==> config.mk <==
export PLATFORM = sky130hd
export DESIGN_NAME = ccsds123_out_fifo
export DESIGN_NICKNAME = d
export VERILOG_FILES = /design/src/rtl/ccsds123_out_fifo.sv
export SDC_FILE = /design/constraint.sdc
export NUM_CORES = 1
export LEC_CHECK = 0
export ABC_CLOCK_PERIOD_IN_PS = 6700
export CAP_MARGIN = 20
export CORE_MARGIN = 2
export CORE_UTILIZATION = 35
export DETAILED_ROUTE_END_ITERATION = 16
export PLACE_DENSITY_LB_ADDON = 0.12
export SETUP_SLACK_MARGIN = 0.1
export SLEW_MARGIN = 10
export SYNTH_ARGS = -nofsm -noshare
export SYNTH_HDL_FRONTEND = slang
export SYNTH_SLANG_ARGS = --single-unit
export TNS_END_PERCENT = 5
==> constraint.sdc <==
create_clock -name clk -period 6.7 [get_ports clk]
set_input_delay 0.67 -clock clk [delete_from_list [all_inputs] [get_ports clk]]
set_output_delay 0.67 -clock clk [all_outputs]
set_load 0.01 [all_outputs]
==> src/rtl/ccsds123_out_fifo.sv <==
// rtl/ccsds123_out_fifo.sv - elastic output buffer behind ccsds123_top
// Accepts words with no backpressure and re-issues them as an AXI4-Stream master.
module ccsds123_out_fifo #(
  parameter int BUS_WIDTH = 64,
  parameter int DEPTH     = 16,
  parameter int AF_MARGIN = 4,
  parameter int FCNT_W    = 16
) (
  input  logic                       clk,
  input  logic                       aresetn,
  input  logic [BUS_WIDTH-1:0]       in_tdata,
  input  logic                       in_tvalid,
  input  logic                       in_tlast,
  output logic [BUS_WIDTH-1:0]       out_tdata,
  output logic                       out_tvalid,
  input  logic                       out_tready,
  output logic                       out_tlast,
  output logic [$clog2(DEPTH):0]     level,
  output logic                       almost_full,
  output logic                       overflow,
  output logic [FCNT_W-1:0]          frame_count
);

  localparam int AW = $clog2(DEPTH);
  localparam int LW = AW + 1;

  // Storage behind the output register; the output register itself counts in level.
  logic [BUS_WIDTH-1:0] mem_data [DEPTH];
  logic                 mem_last [DEPTH];

  logic [LW-1:0] rd_ptr;
  logic [LW-1:0] wr_ptr;
  logic [LW-1:0] level_next;
  logic          push;
  logic          pop;
  logic          mem_empty;
  logic          load_out;
  logic          mem_write;

  assign out_tvalid = (level != '0);
  assign push       = in_tvalid && (level != LW'(DEPTH));
  assign pop        = out_tvalid && out_tready;
  assign mem_empty  = (level <= LW'(1));
  assign load_out   = pop || (level == '0);
  // Words bypass storage only when the output register is being refilled from nothing.
  assign mem_write  = push && !(load_out && mem_empty);
  assign level_next = level + LW'(push) - LW'(pop);

  always_ff @(posedge clk) begin
    if (mem_write) begin
      mem_data[wr_ptr[AW-1:0]] <= in_tdata;
      mem_last[wr_ptr[AW-1:0]] <= in_tlast;
    end
  end

  always_ff @(posedge clk) begin
    if (!aresetn) begin
      rd_ptr      <= '0;
      wr_ptr      <= '0;
      level       <= '0;
      almost_full <= 1'b0;
      overflow    <= 1'b0;
      frame_count <= '0;
      out_tdata   <= '0;
      out_tlast   <= 1'b0;
    end else begin
      level       <= level_next;
      almost_full <= (level_next >= LW'(DEPTH - AF_MARGIN));
      if (in_tvalid && !push)
        overflow <= 1'b1;
      if (pop && out_tlast)
        frame_count <= frame_count + 1'b1;
      if (mem_write)
        wr_ptr <= wr_ptr + 1'b1;
      if (load_out && !mem_empty) begin
        out_tdata <= mem_data[rd_ptr[AW-1:0]];
        out_tlast <= mem_last[rd_ptr[AW-1:0]];
        rd_ptr    <= rd_ptr + 1'b1;
      end else if (load_out && push) begin
        out_tdata <= in_tdata;
        out_tlast <= in_tlast;
      end
    end
  end

endmodule
==> summary.md, run 1 <==
| Metric | Value |
|---|---|
| Clock buffer count from CTS | 130 |
| Resized Gates After CTS | 0 |
| CP endpoint kind | flip-flop |
| Setup violators final | 0 |
| #FFs+latches synth | 1140 |
| Max Cap Viol | 0 |
| Final core utilization | 0.411 |
| CP Data Required Time | 7.04 ns |
| Final Hold Viols | 0 |
| Finished Layout Cells | 4212 |
| Top post-synthesis cells by area | edfxtp_1 70%, mux4_2 9.7%, dfxtp_1 4.5%, mux2i_1 2.5%, mux2_2 2.3% |
| Biggest area consumer among synthesized cells | edfxtp_1 |
| Fin crit share | 0.568 |
| Inst Count DP | 3973 |
| Reg power frac | 0.427 |
| Hold Crit Class | reg -> reg |
| Die area | 131000 um2 |
| Syn Inst Count | 2254 |
| Clock Path Buffers | 3 |
| Critical path class | reg -> reg |
| Synth cell types | 56 |
| # DRC | 0 |
| P per Cell Area | 384 nW/um2 |
| Final setup margin | 2.89 ns |
| Synth Flop Type | edfxtp_1 |
| Top cell type's share of synthesized area | 0.697 |
| Post-Route WL | 112000 um |
| Critical path peak fanout | 40 |
| Most frequent cell after synthesis | edfxtp_1 |
| Fmax | 0.263 GHz |
| Final slew viol count | 0 |
| Sequential-to-total area share from yosys stat | 0.742 |
| CTS tree | done |
| CP Launch Type | flip-flop |
| I/O pin count | 158 |
| CTS H-tree lvls | 4 |
| Gate power share | 0.233 |
| Row count | 131 |
| Drt wl/cell | 26.6 um |
| Tightest Pin Transition | 1.10 ns |
| Post-synth EDFFs | 1040 |
| CP arrival | 4.15 ns |
| Slew HR | 0.268 |
| Routability cong. | 0.723 |
| Leakage power | 16.0 nW |
| Clk_lat worst skew | 0.72 ns |
| Pre-CTS WS | 2.50 ns |
| Hold-fix buffers, CTS | 0 |
| Commonest cells post-synth | 1040 x edfxtp_1, 192 x mux4_2, 111 x mux2i_1 |
| Synth Cell Area | 44800 um2 |
| N_diodes | 0 |
| Share of cells above drive strength 1 | 0.255 |
| Post-synth ARST share | 0 |
| Core box area | 127000 um2 |
| Result of the run | complete, no violations |
| Starting density of the core | 0.352 |
| CTS sink count | 1140 |
| Via-per-instance ratio | 5.27 |
| RSZ-0062 raised after global routing | false |
| DR pass1 iterations | 5 |
| Die X-Extent | 362 um |
| # fillers | 11221 |
| Largest net degree at the start of global routing | 109 |
| Peak supply drop | 0.269 mV |
| Area Overhead vs Synth | 16.7% |
| Switch Pwr | 5.71 mW |
| Setup tns final | 0 ns |
| Switching share of power | 0.284 |
| YS warnings | 0 |
| Internal | 14.4 mW |
| Hpwl dp | 62700 um |
| Postcts setup bufs | 0 |
| Antenna Violating Nets Remaining | 0 |
| Final min period | 3.81 ns |
| Chip height | 362 um |
| Syn Area/Cell | 19.9 um2 |
| Syn nets | 2338 |
| Nets@finish | 2528 |
| All-layer global routing usage | 0.172 |
| Clock share of power | 0.340 |
| 1st-iter DRT viols | 1503 |
| Congestion Overflow GR | 0 |
| First-pass GRT wire length | 165000 um |
| Clock Skew | 0.0267 ns |
| CTS clk-pin slew, worst paths | 0.05 ns |
| Initial antenna violation count | 4 |
| Vias | 22201 |
| Port bufs | 157 |
| Vias in the first global route | 23613 |
| Root Driver | clkbuf_16 |
-- cell families after synthesis --
| group | after synthesis | synth area share |
|---|---|---|
| AO/OA/AOI/OAI | 239 | 0.0547 |
| XOR/XNOR | 10 | 0.00196 |
| adder cells (fa/ha/maj) | 15 | 0.00436 |
| buffers and inverters | 229 | 0.0255 |
| flip-flops | 1140 | 0.742 |
| multiplexers | 395 | 0.144 |
| AND/OR/NAND/NOR | 226 | 0.0270 |
-- path summary, 6_finish.rpt --
path	slack, ns	start	endpoint	cells past startpoint
setup / recovery	2.89	level[2]	mem_data[2][49]	8
hold / removal	0.46	out_tdata[22]	out_tdata[22]	2
setup reg to reg	2.89	level[2]	mem_data[2][49]	8
hold reg to reg	0.46	out_tdata[22]	out_tdata[22]	2
-- registers in the layout (all words and copies together), names as in the netlist, named ones only --
signal and count:
wr_ptr 4, almost_full 1, rd_ptr 4, frame_count 16, overflow 1, level 5, mem_data 1024, mem_last 16
out_tlast 1, out_tdata 64
-- worst max-delay path, cell delays in order (launching register included) --
cell and delay, ns:
dfxtp_1 0.36, inv_1 0.09, ha_1 0.25, nand4bb_1 0.16, and2_1 0.29, inv_1 0.15, nor2_1 0.63, and3_4 0.88
buf_4 0.56
-- layout make-up --
| cell class | instances | area (um2) | area share |
|---|---|---|---|
| clock inverters | 66 | 558 | 0.0107 |
| repair buffers | 204 | 1990 | 0.0380 |
| inverters | 83 | 314 | 0.00601 |
| well taps | 1662 | 2080 | 0.0398 |
| clock buffers | 172 | 3570 | 0.0683 |
| multi-input cells | 885 | 10500 | 0.201 |
| flip-flops and latches | 1140 | 33200 | 0.636 |
-- power groups by stage --
stage / Combinational (mW) / Clock (mW) / Sequential [mW]
final: 4.68 / 6.84 / 8.57
after global placement: 4.75 / 0 / 8.71
after global routing: 5.02 / 7.32 / 8.63
after detailed placement: 4.77 / 0 / 8.73
after floorplan: 3.08 / 0 / 8.66
after CTS: 4.79 / 7.04 / 8.59
-- metal layers --
| metal | vias up | share of wire | track usage |
|---|---|---|---|
| met2 | 443 | 0.51 | 0.297 |
| met1 | 11876 | 0.43 | 0.221 |
| met3 | 152 | 0.038 | 0.0295 |
| li1 | 9724 | - | - |
| met5 | - | 0.00029 | 0 |
| met4 | 6 | 0.022 | 0.0516 |
-- through the flow --
step | power [mW] | area (um2) | hold slack (ns)
floorplan | 11.7 | 44800 | 0.459
global placement | 13.5 | 48100 | 0.454
detailed placement | 13.5 | 48100 | 0.459
CTS | 20.4 | 52300 | 0.467
global route | 21.0 | 52300 | 0.479
finish | 20.1 | 52300 | 0.461
-- cell usage in the layout, fill, tap and decap left out, drive strengths merged, types with 12 or more instances in the layout --
master / netlist / layout
a2111oi: 62 / 62
a21oi: 17 / 17
a221oi: 67 / 67
and3: 14 / 14
buf: 70 / 47
clkbuf: 76 / 172
clkdlybuf4s50: 0 / 157
clkinv: 0 / 54
dfxtp: 100 / 100
edfxtp: 1040 / 1040
ha: 14 / 14
inv: 83 / 87
mux2: 92 / 92
mux2i: 111 / 111
mux4: 192 / 192
nand3: 14 / 14
nor2: 48 / 48
nor3: 65 / 65
o21ai: 12 / 12
o221a: 30 / 30
o221ai: 30 / 30
or2: 35 / 35
Note: power is estimated with default switching activity, not from simulation.
==> run 2: changes to the inputs <==
--- a/config.mk
+++ b/config.mk
@@ -5,7 +5,7 @@
 export SDC_FILE = /design/constraint.sdc
 export NUM_CORES = 1
 export LEC_CHECK = 0
-export ABC_CLOCK_PERIOD_IN_PS = 6700
+export ABC_CLOCK_PERIOD_IN_PS = 3600
 export CAP_MARGIN = 20
 export CORE_MARGIN = 2
 export CORE_UTILIZATION = 35
==> constraint.sdc (replaced) <==
create_clock -name clk -period 3.6 [get_ports clk]
set_input_delay 0.36 -clock clk [delete_from_list [all_inputs] [get_ports clk]]
set_output_delay 0.36 -clock clk [all_outputs]
set_load 0.01 [all_outputs]
==> run 2 against run 1 <==
Against the previous run:
- die area did not move
- critical path depth rose by 6
- hold slack got worse by 0.040 ns
- setup slack got worse by 2.4 ns
- critical endpoint is now almost_full
- largest cell class unchanged
==> summary.md, run 2 (synthesis gave the netlist of run 1 again) <==
| Metric | Value |
|---|---|
| Inst Count DP | 4024 |
| Slew HR | 0.371 |
| Finished Layout Cells | 4251 |
| Result of the run | complete, no violations |
| Clock share of power | 0.326 |
| Die area | 131000 um2 |
| 1st-iter DRT viols | 1590 |
| RSZ-0062 raised after global routing | false |
| Final setup margin | 0.530 ns |
| Worst reg-to-reg path cell count | 14 |
| Crit-path max cell delay | 0.43 ns |
| Clock Skew | 0.0217 ns |
| Chip height | 362 um |
| Die X-Extent | 362 um |
| Max Cap Viol | 0 |
| Clock Path Buffers | 3 |
| Hold Crit Class | in -> reg |
| CTS sink count | 1140 |
| Via-per-instance ratio | 5.28 |
| P per Cell Area | 706 nW/um2 |
| DR pass1 iterations | 6 |
| Resized Gates After CTS | 0 |
| Final slew viol count | 0 |
| Fmax | 0.326 GHz |
| Starting density of the core | 0.352 |
| Congestion Overflow GR | 0 |
| All-layer global routing usage | 0.175 |
| # DRC | 0 |
| CP Data Required Time | 4.17 ns |
| Share of cells above drive strength 1 | 0.272 |
| Reg2reg start | level[2] |
| Largest register FFs | 1024 |
| Clock buffer count from CTS | 121 |
| Switch Pwr | 10.6 mW |
| CTS H-tree lvls | 3 |
| Post-Route WL | 115000 um |
| CP endpoint kind | flip-flop |
| Hpwl dp | 62700 um |
| Most frequent cell on the critical path | inv_1 |
| Core box area | 127000 um2 |
| GR Util met2 | 0.303 |
| Internal | 26.8 mW |
| CP arrival | 3.64 ns |
| First-pass GRT wire length | 167000 um |
| Clk_lat worst skew | 0.70 ns |
| CP Launch Type | flip-flop |
| Final min period | 3.07 ns |
| Slowest CP cell | fa_1 |
| Setup violators final | 0 |
| Met3 usage in global routing | 0.0293 |
| Beginning of the critical path | level[2] |
| Commonest non-fill, non-tap cell in the layout | edfxtp_1 |
| Critical-path cell list | inv_1 -> ha_1 -> nand4bb_1 -> and2_1 -> inv_1 -> ha_1 -> inv_1 -> ha_1 -> inv_1 -> fa_1 -> o21bai_1 -> a21oi_1 -> xnor2_1 -> o22ai_1 |
| Peak supply drop | 0.478 mV |
| GR peak layer | met2 |
| N_diodes | 0 |
| Gate power share | 0.249 |
| Leakage power | 16.3 nW |
| Tightest Pin Transition | 0.944 ns |
| R2R Path End | almost_full |
| Worst Hold End | overflow |
| Pre-CTS WS | 0.501 ns |
| Final Hold Viols | 0 |
| Postcts setup bufs | 0 |
| Reg power frac | 0.426 |
| Vias in the first global route | 23979 |
| Area Overhead vs Synth | 18.4% |
| Initial antenna violation count | 5 |
| Worst Hold Slack | 0.421 ns |
| CTS tree | done |
| Drt wl/cell | 27.0 um |
| Nets@finish | 2569 |
| # fillers | 11184 |
| Antenna Violating Nets Remaining | 0 |
| Slack of the worst reg-to-reg path | 0.53 ns |
| Met1 Use GR | 0.227 |
| Largest net degree at the start of global routing | 66 |
| Routability cong. | 0.734 |
| Vias | 22432 |
| Fin crit share | 0.853 |
| Root Driver | clkbuf_16 |
| Switching share of power | 0.284 |
| Min-delay src | in_tvalid |
| Critical path class | reg -> reg |
| Port bufs | 157 |
| Critical path peak fanout | 6 |
| Row count | 131 |
| Hold-fix buffers, CTS | 0 |
| Hold path cells | 4 |
| Most frequent cells in the layout | 1040 x edfxtp_1, 192 x mux4_2, 157 x clkdlybuf4s50_1 |
| CTS clk-pin slew, worst paths | 0.06 ns |
| I/O pin count | 158 |
[run 2: cell count changes in the layout (fill, tap and decap cells not counted), moves of 4 or more]
| cell | before | now |
|---|---|---|
| clkinv_8 | 5 | 1 |
| clkbuf_1 | 34 | 30 |
| clkinv_2 | 23 | 27 |
| buf_12 | 5 | 50 |
| clkbuf_16 | 137 | 124 |
| buf_4 | 42 | 47 |
| clkinv_1 | 26 | 17 |
| clkbuf_8 | 1 | 14 |
[run 2: cell type report]
cell class | count | area (um2) | share of cell area
sequential | 1140 | 33200 | 0.627
clock buffer | 168 | 3410 | 0.0643
timing repair buffer | 254 | 2930 | 0.0552
tap | 1662 | 2080 | 0.0392
multi-input combinational | 885 | 10500 | 0.199
clock inverter | 59 | 505 | 0.00953
inverter | 83 | 314 | 0.00592
[run 2: power groups by stage]
stage               sequential, mW  combinational, mW  clock (mW)
finish                        15.9               9.31        12.2
global route                  16.0               10.0        13.0
CTS                           15.9               9.54        12.5
detailed placement            16.2               9.50           0
global placement              16.2               9.45           0
floorplan                     16.1               5.74           0
[run 2: how the worst max path moves through the flow]
stage / endpoint / cells past startpoint
2_1_floorplan: mem_data[1][0] / 8
3_3_place_gp: almost_full / 12
3_5_place_dp: almost_full / 12
4_1_cts: almost_full / 14
5_1_grt: almost_full / 14
6_report: almost_full / 14
[run 2: stage by stage]
step                 util  TNS [ns]  power [mW]  area [um2]
floorplan               -     -5.53        21.9       44800
detailed placement  0.386         0        25.7       49100
CTS                 0.416         0        38.0       53000
global placement    0.386         0        25.6       49100
finish              0.416         0        37.4       53000
global route        0.416         0        39.0       53000
[run 2: layer usage]
layer  routed length [um]  vias to the layer above
met5                   61                        -
met4                 2830                       10
met3                 4540                      170
met2                57800                      441
met1                49400                    12004
li1                     -                     9807
[run 2: critical path, delay by kind of cell, from the launching register on]
family	cells	cell delay, ns
adder cells (fa/ha/maj)	4	1.18
AND/OR/NAND/NOR	2	0.47
buffers and inverters	4	0.40
flip-flops	1	0.35
AO/OA/AOI/OAI	3	0.35
XOR/XNOR	1	0.18
==> run 3: changes to the inputs <==
--- a/config.mk
+++ b/config.mk
@@ -12,7 +12,7 @@
 export DETAILED_ROUTE_END_ITERATION = 16
 export PLACE_DENSITY_LB_ADDON = 0.12
 export SETUP_SLACK_MARGIN = 0.1
-export SLEW_MARGIN = 10
+export SLEW_MARGIN = 20
 export SYNTH_ARGS = -nofsm -noshare
 export SYNTH_HDL_FRONTEND = slang
 export SYNTH_SLANG_ARGS = --single-unit
==> results of run 3 <==
Same layout as run 2: the final DEF is identical, and so are final timing and power.
